<file path="config.mk">
export PLATFORM = sky130hd
export DESIGN_NAME = cpu_mem_arbiter
export DESIGN_NICKNAME = d
export VERILOG_FILES = /design/src/rtl/cpu_mem_pkg.sv /design/src/rtl/cpu_mem_arb_pick.sv /design/src/rtl/cpu_mem_arbiter.sv
export SDC_FILE = /design/constraint.sdc
export NUM_CORES = 1
export LEC_CHECK = 0
export ABC_AREA = 1
export BUFFER_PORTS_ARGS = -buffer_cell sky130_fd_sc_hd__buf_2
export CAP_MARGIN = 20
export CELL_PAD_IN_SITES_DETAIL_PLACEMENT = 1
export CELL_PAD_IN_SITES_GLOBAL_PLACEMENT = 2
export CORE_MARGIN = 1
export CORE_UTILIZATION = 20
export DETAILED_ROUTE_END_ITERATION = 10
export PLACE_DENSITY = 0.8
export SYNTH_ARGS = -nofsm -noshare
export SYNTH_HDL_FRONTEND = slang
export SYNTH_SLANG_ARGS = --single-unit
</file>
<file path="constraint.sdc">
create_clock -name clock -period 1.35 [get_ports clock]
set_input_delay 0.135 -clock clock [delete_from_list [all_inputs] [get_ports clock]]
set_output_delay 0.135 -clock clock [all_outputs]
set_load 0.005 [all_outputs]
</file>
<file path="src/rtl/cpu_mem_pkg.sv">
// Shared types and default widths for the CPU-to-memory arbiter slice.
package cpu_mem_pkg;

  localparam int unsigned CPU_ADDR_WIDTH = 16;
  localparam int unsigned CPU_DATA_WIDTH = 16;
  localparam int unsigned STREAK_WIDTH   = 4;

  typedef enum logic [1:0] {ARB_IDLE, ARB_ISSUE, ARB_WAIT} arb_state_t;
  typedef enum logic {OWNER_INST, OWNER_DATA} arb_owner_t;

endpackage

</file>
<file path="src/rtl/cpu_mem_arb_pick.sv">
// Data-priority arbitration with a streak limit that guarantees fetch progress.
module cpu_mem_arb_pick
  import cpu_mem_pkg::*;
#(
  parameter int unsigned MAX_DATA_STREAK = 4
) (
  input  logic                    inst_req_valid,
  input  logic                    data_req_valid,
  input  logic [STREAK_WIDTH-1:0] streak,
  output logic                    grant_inst,
  output logic                    grant_data,
  output logic [STREAK_WIDTH-1:0] streak_next
);

  localparam logic [STREAK_WIDTH-1:0] STREAK_MAX = STREAK_WIDTH'(MAX_DATA_STREAK);

  logic limit_hit;

  always_comb begin
    limit_hit   = (streak >= STREAK_MAX);
    grant_data  = data_req_valid & ~(inst_req_valid & limit_hit);
    grant_inst  = inst_req_valid & ~grant_data;
    streak_next = streak;
    if (grant_inst) begin
      streak_next = '0;
    end else if (grant_data) begin
      // Only a data win that made fetch wait counts toward the streak.
      if (inst_req_valid) begin
        streak_next = limit_hit ? STREAK_MAX : streak + 1'b1;
      end else begin
        streak_next = '0;
      end
    end
  end

endmodule

</file>
<file path="src/rtl/cpu_mem_arbiter.sv">
// Shares one single-ported memory between instruction fetch and data requesters,
// one transaction outstanding at a time.
module cpu_mem_arbiter
  import cpu_mem_pkg::*;
#(
  parameter int unsigned ADDR_WIDTH      = CPU_ADDR_WIDTH,
  parameter int unsigned DATA_WIDTH      = CPU_DATA_WIDTH,
  parameter int unsigned MAX_DATA_STREAK = 4
) (
  input  logic                  clock,
  input  logic                  reset,
  input  logic                  inst_req_valid,
  input  logic                  inst_req_write,
  input  logic [ADDR_WIDTH-1:0] inst_req_addr,
  input  logic [DATA_WIDTH-1:0] inst_req_wdata,
  output logic                  inst_req_ready,
  output logic                  inst_resp_valid,
  output logic [DATA_WIDTH-1:0] inst_resp_rdata,
  input  logic                  data_req_valid,
  input  logic                  data_req_write,
  input  logic [ADDR_WIDTH-1:0] data_req_addr,
  input  logic [DATA_WIDTH-1:0] data_req_wdata,
  output logic                  data_req_ready,
  output logic                  data_resp_valid,
  output logic [DATA_WIDTH-1:0] data_resp_rdata,
  output logic                  mem_valid,
  output logic                  mem_write,
  output logic [ADDR_WIDTH-1:0] mem_addr,
  output logic [DATA_WIDTH-1:0] mem_wdata,
  input  logic                  mem_ready,
  input  logic                  mem_rvalid,
  input  logic [DATA_WIDTH-1:0] mem_rdata
);

  arb_state_t              state_q, state_d;
  arb_owner_t              owner_q, owner_d;
  logic [STREAK_WIDTH-1:0] streak_q, streak_d, streak_next;
  logic                    grant_inst, grant_data, load;

  cpu_mem_arb_pick #(
    .MAX_DATA_STREAK(MAX_DATA_STREAK)
  ) u_pick (
    .inst_req_valid(inst_req_valid),
    .data_req_valid(data_req_valid),
    .streak        (streak_q),
    .grant_inst    (grant_inst),
    .grant_data    (grant_data),
    .streak_next   (streak_next)
  );

  always_comb begin
    state_d         = state_q;
    owner_d         = owner_q;
    streak_d        = streak_q;
    load            = 1'b0;
    inst_req_ready  = 1'b0;
    data_req_ready  = 1'b0;
    inst_resp_valid = 1'b0;
    data_resp_valid = 1'b0;
    unique case (state_q)
      ARB_IDLE: begin
        // Ready is combinational, so it must also be forced low while reset is held.
        if (reset && (grant_inst || grant_data)) begin
          load           = 1'b1;
          inst_req_ready = grant_inst;
          data_req_ready = grant_data;
          owner_d        = grant_data ? OWNER_DATA : OWNER_INST;
          streak_d       = streak_next;
          state_d        = ARB_ISSUE;
        end
      end
      ARB_ISSUE: begin
        if (mem_ready) state_d = ARB_WAIT;
      end
      ARB_WAIT: begin
        if (mem_rvalid) begin
          inst_resp_valid = (owner_q == OWNER_INST);
          data_resp_valid = (owner_q == OWNER_DATA);
          state_d         = ARB_IDLE;
        end
      end
      default: state_d = ARB_IDLE;
    endcase
    mem_valid       = (state_q == ARB_ISSUE);
    inst_resp_rdata = inst_resp_valid ? mem_rdata : '0;
    data_resp_rdata = data_resp_valid ? mem_rdata : '0;
  end

  always_ff @(posedge clock or negedge reset) begin
    if (!reset) begin
      state_q   <= ARB_IDLE;
      owner_q   <= OWNER_INST;
      streak_q  <= '0;
      mem_write <= 1'b0;
      mem_addr  <= '0;
      mem_wdata <= '0;
    end else begin
      state_q  <= state_d;
      owner_q  <= owner_d;
      streak_q <= streak_d;
      if (load) begin
        mem_write <= grant_data ? data_req_write : inst_req_write;
        mem_addr  <= grant_data ? data_req_addr : inst_req_addr;
        mem_wdata <= grant_data ? data_req_wdata : inst_req_wdata;
      end
    end
  end

endmodule

</file>
# --- Word level (Yosys, flattened, before mapping) ---
# Cells that the tools add are included.
# W data, S select, Z words.
totals:
  reg_bits: 40
  output_inout_bits: 70
  elab_cells: 50
op_classes:
  n_addsub: 1
  n_lt_le_gt_ge: 1
  eq_ne: 5
  mux: 24
  n_bitwise: 6
  reduce_logical: 7
op_table:
  columns: ["operator", "count"]
  rows:
  - ["$mux W16", 4]
  - ["$mux W4", 4]
  - ["$mux W1", 12]
  - ["$mux W2", 3]
  - ["$pmux W2 S3", 1]
  - ["$reduce_and A3 Y1", 2]
  - ["$add A4 B1 Y4 const B", 1]
  - ["$ge A4 B3 Y1 const B", 1]
  - ["$ne A2 B2 Y1 const B", 2]
  - ["$and A1 B1 Y1", 3]
  - ["$not A1 Y1", 3]
  - ["$eq A2 B1 Y1 const B", 1]
  - ["$eq A2 B2 Y1 const B", 1]
  - ["$logic_not A2 Y1", 1]
  - ["$ne A2 B1 Y1 const B", 1]
  - ["$reduce_and A2 Y1", 1]
  - ["$reduce_bool A2 Y1", 1]
  - ["$logic_and A1 B1 Y1", 1]
  - ["$logic_or A1 B1 Y1", 1]

# --- Depth between registers and ports, before layout ---
depth:
  word_depth: 10
  mapped_depth: 7
  depth_no_buf: 6

# --- Modules after synthesis ---
# A second synthesis with hierarchy kept.
unflattened:
  hier_cells: 365
  hier_area_um2: 2393.5
modules_own_cells:
  columns: ["mod", "n_inst", "cells_per_inst", "area_each_um2", "seq_area_each_um2"]
  rows:
  - ["cpu_mem_arbiter", 1, 345, 2283.4, 1001.0]
  - ["cpu_mem_arb_pick", 1, 20, 110.1, 0.0]

# --- Worst setup path before layout ---
# Ideal clock, no wire load.
synth_timing:
  path_kind: "flip-flop to flip-flop"
  from: "register state_q[1]"
  to: "register owner_q"
  setup_ps: 120
  arrival_time_ps: 1083
  required_ps: 1230
  slack_ps: 146
  path_stages_with_launch: 8
  n_path_buf: 1
  synth_period_minus_slack_ps: 1204
  path_cell_list: "dfrtp_1 -> nor2_1 -> nand2_1 -> nor2_8 -> inv_4 -> buf_6 -> nand2_1 -> o21ai_2"
synth_via:
  elab_chain_len: 2
synth_rtl:
  columns: ["item", "line", "rtl"]
  rows:
  - ["start: declaration", "cpu_mem_arbiter.sv:35", "arb_state_t state_q, state_d;"]
  - ["start signal: assignment", "cpu_mem_arbiter.sv:98", "state_q <= state_d;"]
  - ["$logic_not A2 Y1", "cpu_mem_arbiter.sv:60", "unique case (state_q)"]
  - ["$reduce_and A2 Y1 (no source line)", null, null]
  - ["end signal: assignment", "cpu_mem_arbiter.sv:99", "owner_q <= owner_d;"]
  - ["end: declaration", "cpu_mem_arbiter.sv:36", "arb_owner_t owner_q, owner_d;"]
# Every way passes these cells.
# A chain may end at the register's enable or synchronous reset.

# --- Worst setup path after layout ---
layout_timing:
  from: "register state_q[0]"
  to: "output data_resp_rdata[13]"
layout_via:
  elab_chain_len: 3
layout_rtl:
  columns: ["item", "line", "rtl"]
  rows:
  - ["$eq A2 B2 Y1", "cpu_mem_arbiter.sv:60", null]
  - ["$mux W1", "cpu_mem_arbiter.sv:60", null]
  - ["$mux W16", "cpu_mem_arbiter.sv:86", "data_resp_rdata = data_resp_valid ? mem_rdata : '0;"]
  - ["end: declaration", "cpu_mem_arbiter.sv:25", "output logic [DATA_WIDTH-1:0] data_resp_rdata,"]
# Every way passes these cells.

==> run_results.csv <==
group,metric,value,unit
timing,tightest_slew,0.512,ns
synth,avgSynthCellArea,6.60,sq um
setup_path,start_kind,"register",
cts,numCtsBuffers,5,
finish,fillers,1522,
grt,grt_first_pass_wirelength,14300,um
synth,netlist_area,2490,sq um
finish,layout_common_cells,"buf_2 (155), nand2_1 (106), inv_1 (85)",
timing,finClkSkew,0.00536,ns
detailed_routing,wl_per_cell,12.3,um
grt,grt_usage,0.139,
detailed_routing,wl_met3,626,um
grt,grt_pass1_vias,2911,
cts,clkSinkCount,40,
detailed_routing,met1_length,3790,um
grt,grt-ovfl-total,0,
die,ios,158,
synth,synth-compound-area-share,0.0221,
finish,layout_commonest_cell,"buf_2",
synth,synth_cell_types,21,
die,die_w,114,um
timing,hold_ws,-0.0193,ns
die,rows,40,
finish,area_delta_synth_final,64.3,%
worst_hold_path,holdCritPathClass,"in2async",
synth,synth-adder-area-share,0.00502,
setup_path,worst-path-buf-inv,4,
timing,max_freq,666,MHz
cts,cts_buffer_depth,2,
synth,synth_ff_type,"dfrtp_1",
timing,post-route-period-util,1.11,
finish,multiInputGateArea,1180,sq um
setup_path,cp_max_fo,5,
timing,hold_viol,40,
finish,drive_above_1_share,0.423,
setup_path,cpMaxStageDelayCell,"dfrtp_1",
detailed_routing,drtAntennaViolNets,0,
timing,slew_headroom,0.658,
setup_path,cp_cell_sequence,"inv_2 > nand2_4 > inv_8 > nand3_4 > buf_6 > nor2_2 > buf_2",
detailed_routing,dr.pass1.iters,4,
power,p_seq_frac,0.347,
outcome,outcome,"complete, but fails checks",
setup_path,crit_required,1.22,ns
outcome,violations,"negative hold slack, negative setup slack",
detailed_routing,highest_layer,"met4",
grt,antenna_found_initial,0,
synth,synthSimpleGateAreaFrac,0.383,
power,p_sw_frac,0.338,
die,dieHeight,114,um
place,gp_congestion,0.724,
synth,synth_warnings,0,
timing,slew_viol_final,0,
detailed_routing,initialDrtViolationCount,82,
synth,synth-xor-area-share,0,
grt,grt_max_degree,43,
power,power_density,1480,nW/um^2
die,start_util,0.207,
finish,diodes,0,
die,coreArea,12100,sq um
place,io_buffers,157,
setup_path,arrival,1.37,ns
cts,clockRootBuffer,"clkbuf_16",
cts,htreeDepth,2,
setup_path,worstSetupPathType,"reg2out",
synth,synth_seq_cells,40,
finish,nNetsFinal,639,
power,p_clk_frac,0.284,
power,switchingPower,0.00205,W
detailed_routing,num_vias,2879,
detailed_routing,met2_length,4380,um
power,p_leak,2.53,nW
timing,setup_viol,62,
cts,clock_latency,0.28,ns
die,dieArea,12900,sq um
synth,async_reset_ff_frac,1.00,
detailed_routing,routed_wl,8860,um
synth,muxShareOfSynthArea,0,
synth,yosysSeqAreaShare,0.401,
timing,setup-tns-final,-3.62,ns
detailed_routing,viasPerCell,4.00,
timing,rsz0062_at_grt,"yes",
synth,netlist_instances,378,
synth,synth_fp_nets,467,
finish,register_area,1000,sq um
place,dp_hpwl,6580,um
power,peakVddDrop,0.000482,V
synth,synth_top_family_by_area,"simple AND/OR/NAND/NOR gates",
setup_path,cpPeakStageDelay,0.39,ns
cts,path_clk_slew,0.06,ns
detailed_routing,drcViolationCount,0,
timing,setup_ws,-0.151,ns
power,p_int,0.00402,W
cts,cts_tree,"done",
setup_path,critical-path-top-delay-family,"buffers and inverters",
timing,layout_min_cycle_time,1.50,ns
run,maxCapViolations,0,
synth,synth_edf_count,0,
power,power_frac_comb,0.370,
setup_path,endpoint_kind,"primary output",
final timing paths:
kind,depth (start not counted),slack [ns],endpoint,from
worst max register to register,7,-0.03,mem_wdata[9]$_DFFE_PN0P_,state_q[1]$_DFFE_PN0P_
worst min register to register,2,0.48,mem_addr[4]$_DFFE_PN0P_,mem_addr[4]$_DFFE_PN0P_
min in group clock,2,0.06,state_q[0]$_DFFE_PN0P_,mem_ready
worst min-delay path,2,-0.02,streak_q[0]$_DFFE_PN0P_,reset
max in group asynchronous,2,1.02,mem_wdata[14]$_DFFE_PN0P_,reset
worst max-delay path,7,-0.15,data_resp_rdata[13],state_q[0]$_DFFE_PN0P_
sequential cells by signal, summed over array words and instances, names as in the netlist:
| name | flops |
|---|---|
| owner_q | 1 |
| mem_wdata | 16 |
| state_q | 2 |
| mem_write | 1 |
| streak_q | 4 |
| mem_addr | 16 |
kinds of logic (layout without fill, tap and decap cells):
| family | count (synthesis) | in the layout |
|---|---|---|
| compound gates | 6 | 6 |
| flops | 40 | 40 |
| simple gates | 220 | 222 |
| fa+ha+maj | 1 | 1 |
| buf+inv | 111 | 282 |
metrics by stage:
step / power, W / utilization / setup WS (ns) / std cells / area [sq um]
finish: 0.00607 / 0.340 / -0.151 / 719 / 4100
CTS: 0.00606 / 0.327 / -0.146 / 717 / 3950
global route: 0.00656 / 0.340 / -0.220 / 719 / 4100
detailed placement: 0.00412 / 0.289 / -0.0348 / 697 / 3490
floorplan: 0.00311 / - / 0.146 / 378 / 2490
global placement: 0.00407 / 0.289 / -0.0144 / 697 / 3490
repair_timing:
item	CTS	global route
pin swaps	5	3
setup endpoints to repair	48	75
setup buffers	10	1
cloned	3	1
hold buffers	0	0
resized for setup	38	34
layer usage:
layer / vias up / track usage
met2: 112 / 0.256
met1: 1299 / 0.165
met4: 0 / 0.0237
li1: 1462 / -
met3: 6 / 0.0345
met5: - / 0
power by group through the flow:
stage	sequential (W)	combinational, W	clock, W
floorplan	0.00209	0.00103	0
global placement	0.00210	0.00196	0
detailed placement	0.00212	0.00200	0
CTS	0.00211	0.00218	0.00177
global route	0.00218	0.00256	0.00183
finish	0.00210	0.00225	0.00172
cell type report:
class                      count  area share
inverter                      92      0.0885
timing repair buffer         182       0.276
tap                          168      0.0513
clock inverter                 3      0.0220
clock buffer                   5      0.0305
multi-input combinational    229       0.288
sequential                    40       0.244
synthesized netlist by cell type, types with 2 or more instances:
master | count | area share
nand3_2 | 2 | 0.0080
buf_6 | 4 | 0.018
buf_4 | 3 | 0.0090
dfrtp_1 | 40 | 0.40
nand2_1 | 108 | 0.16
o21ai_2 | 3 | 0.011
nor2_1 | 37 | 0.056
clkbuf_1 | 3 | 0.0045
nand4_1 | 2 | 0.0050
nand3_1 | 67 | 0.13
inv_1 | 91 | 0.14
buf_2 | 9 | 0.018
worst reg2reg max path, stage by stage, from the launching register on:
cell	delay (ns)
dfrtp_1	0.43
nor2_1	0.13
nand2_2	0.09
buf_4	0.16
nor2_8	0.16
buf_12	0.17
nand3_1	0.11
nand2_1	0.06
Note: power is estimated with default switching activity, not from simulation.
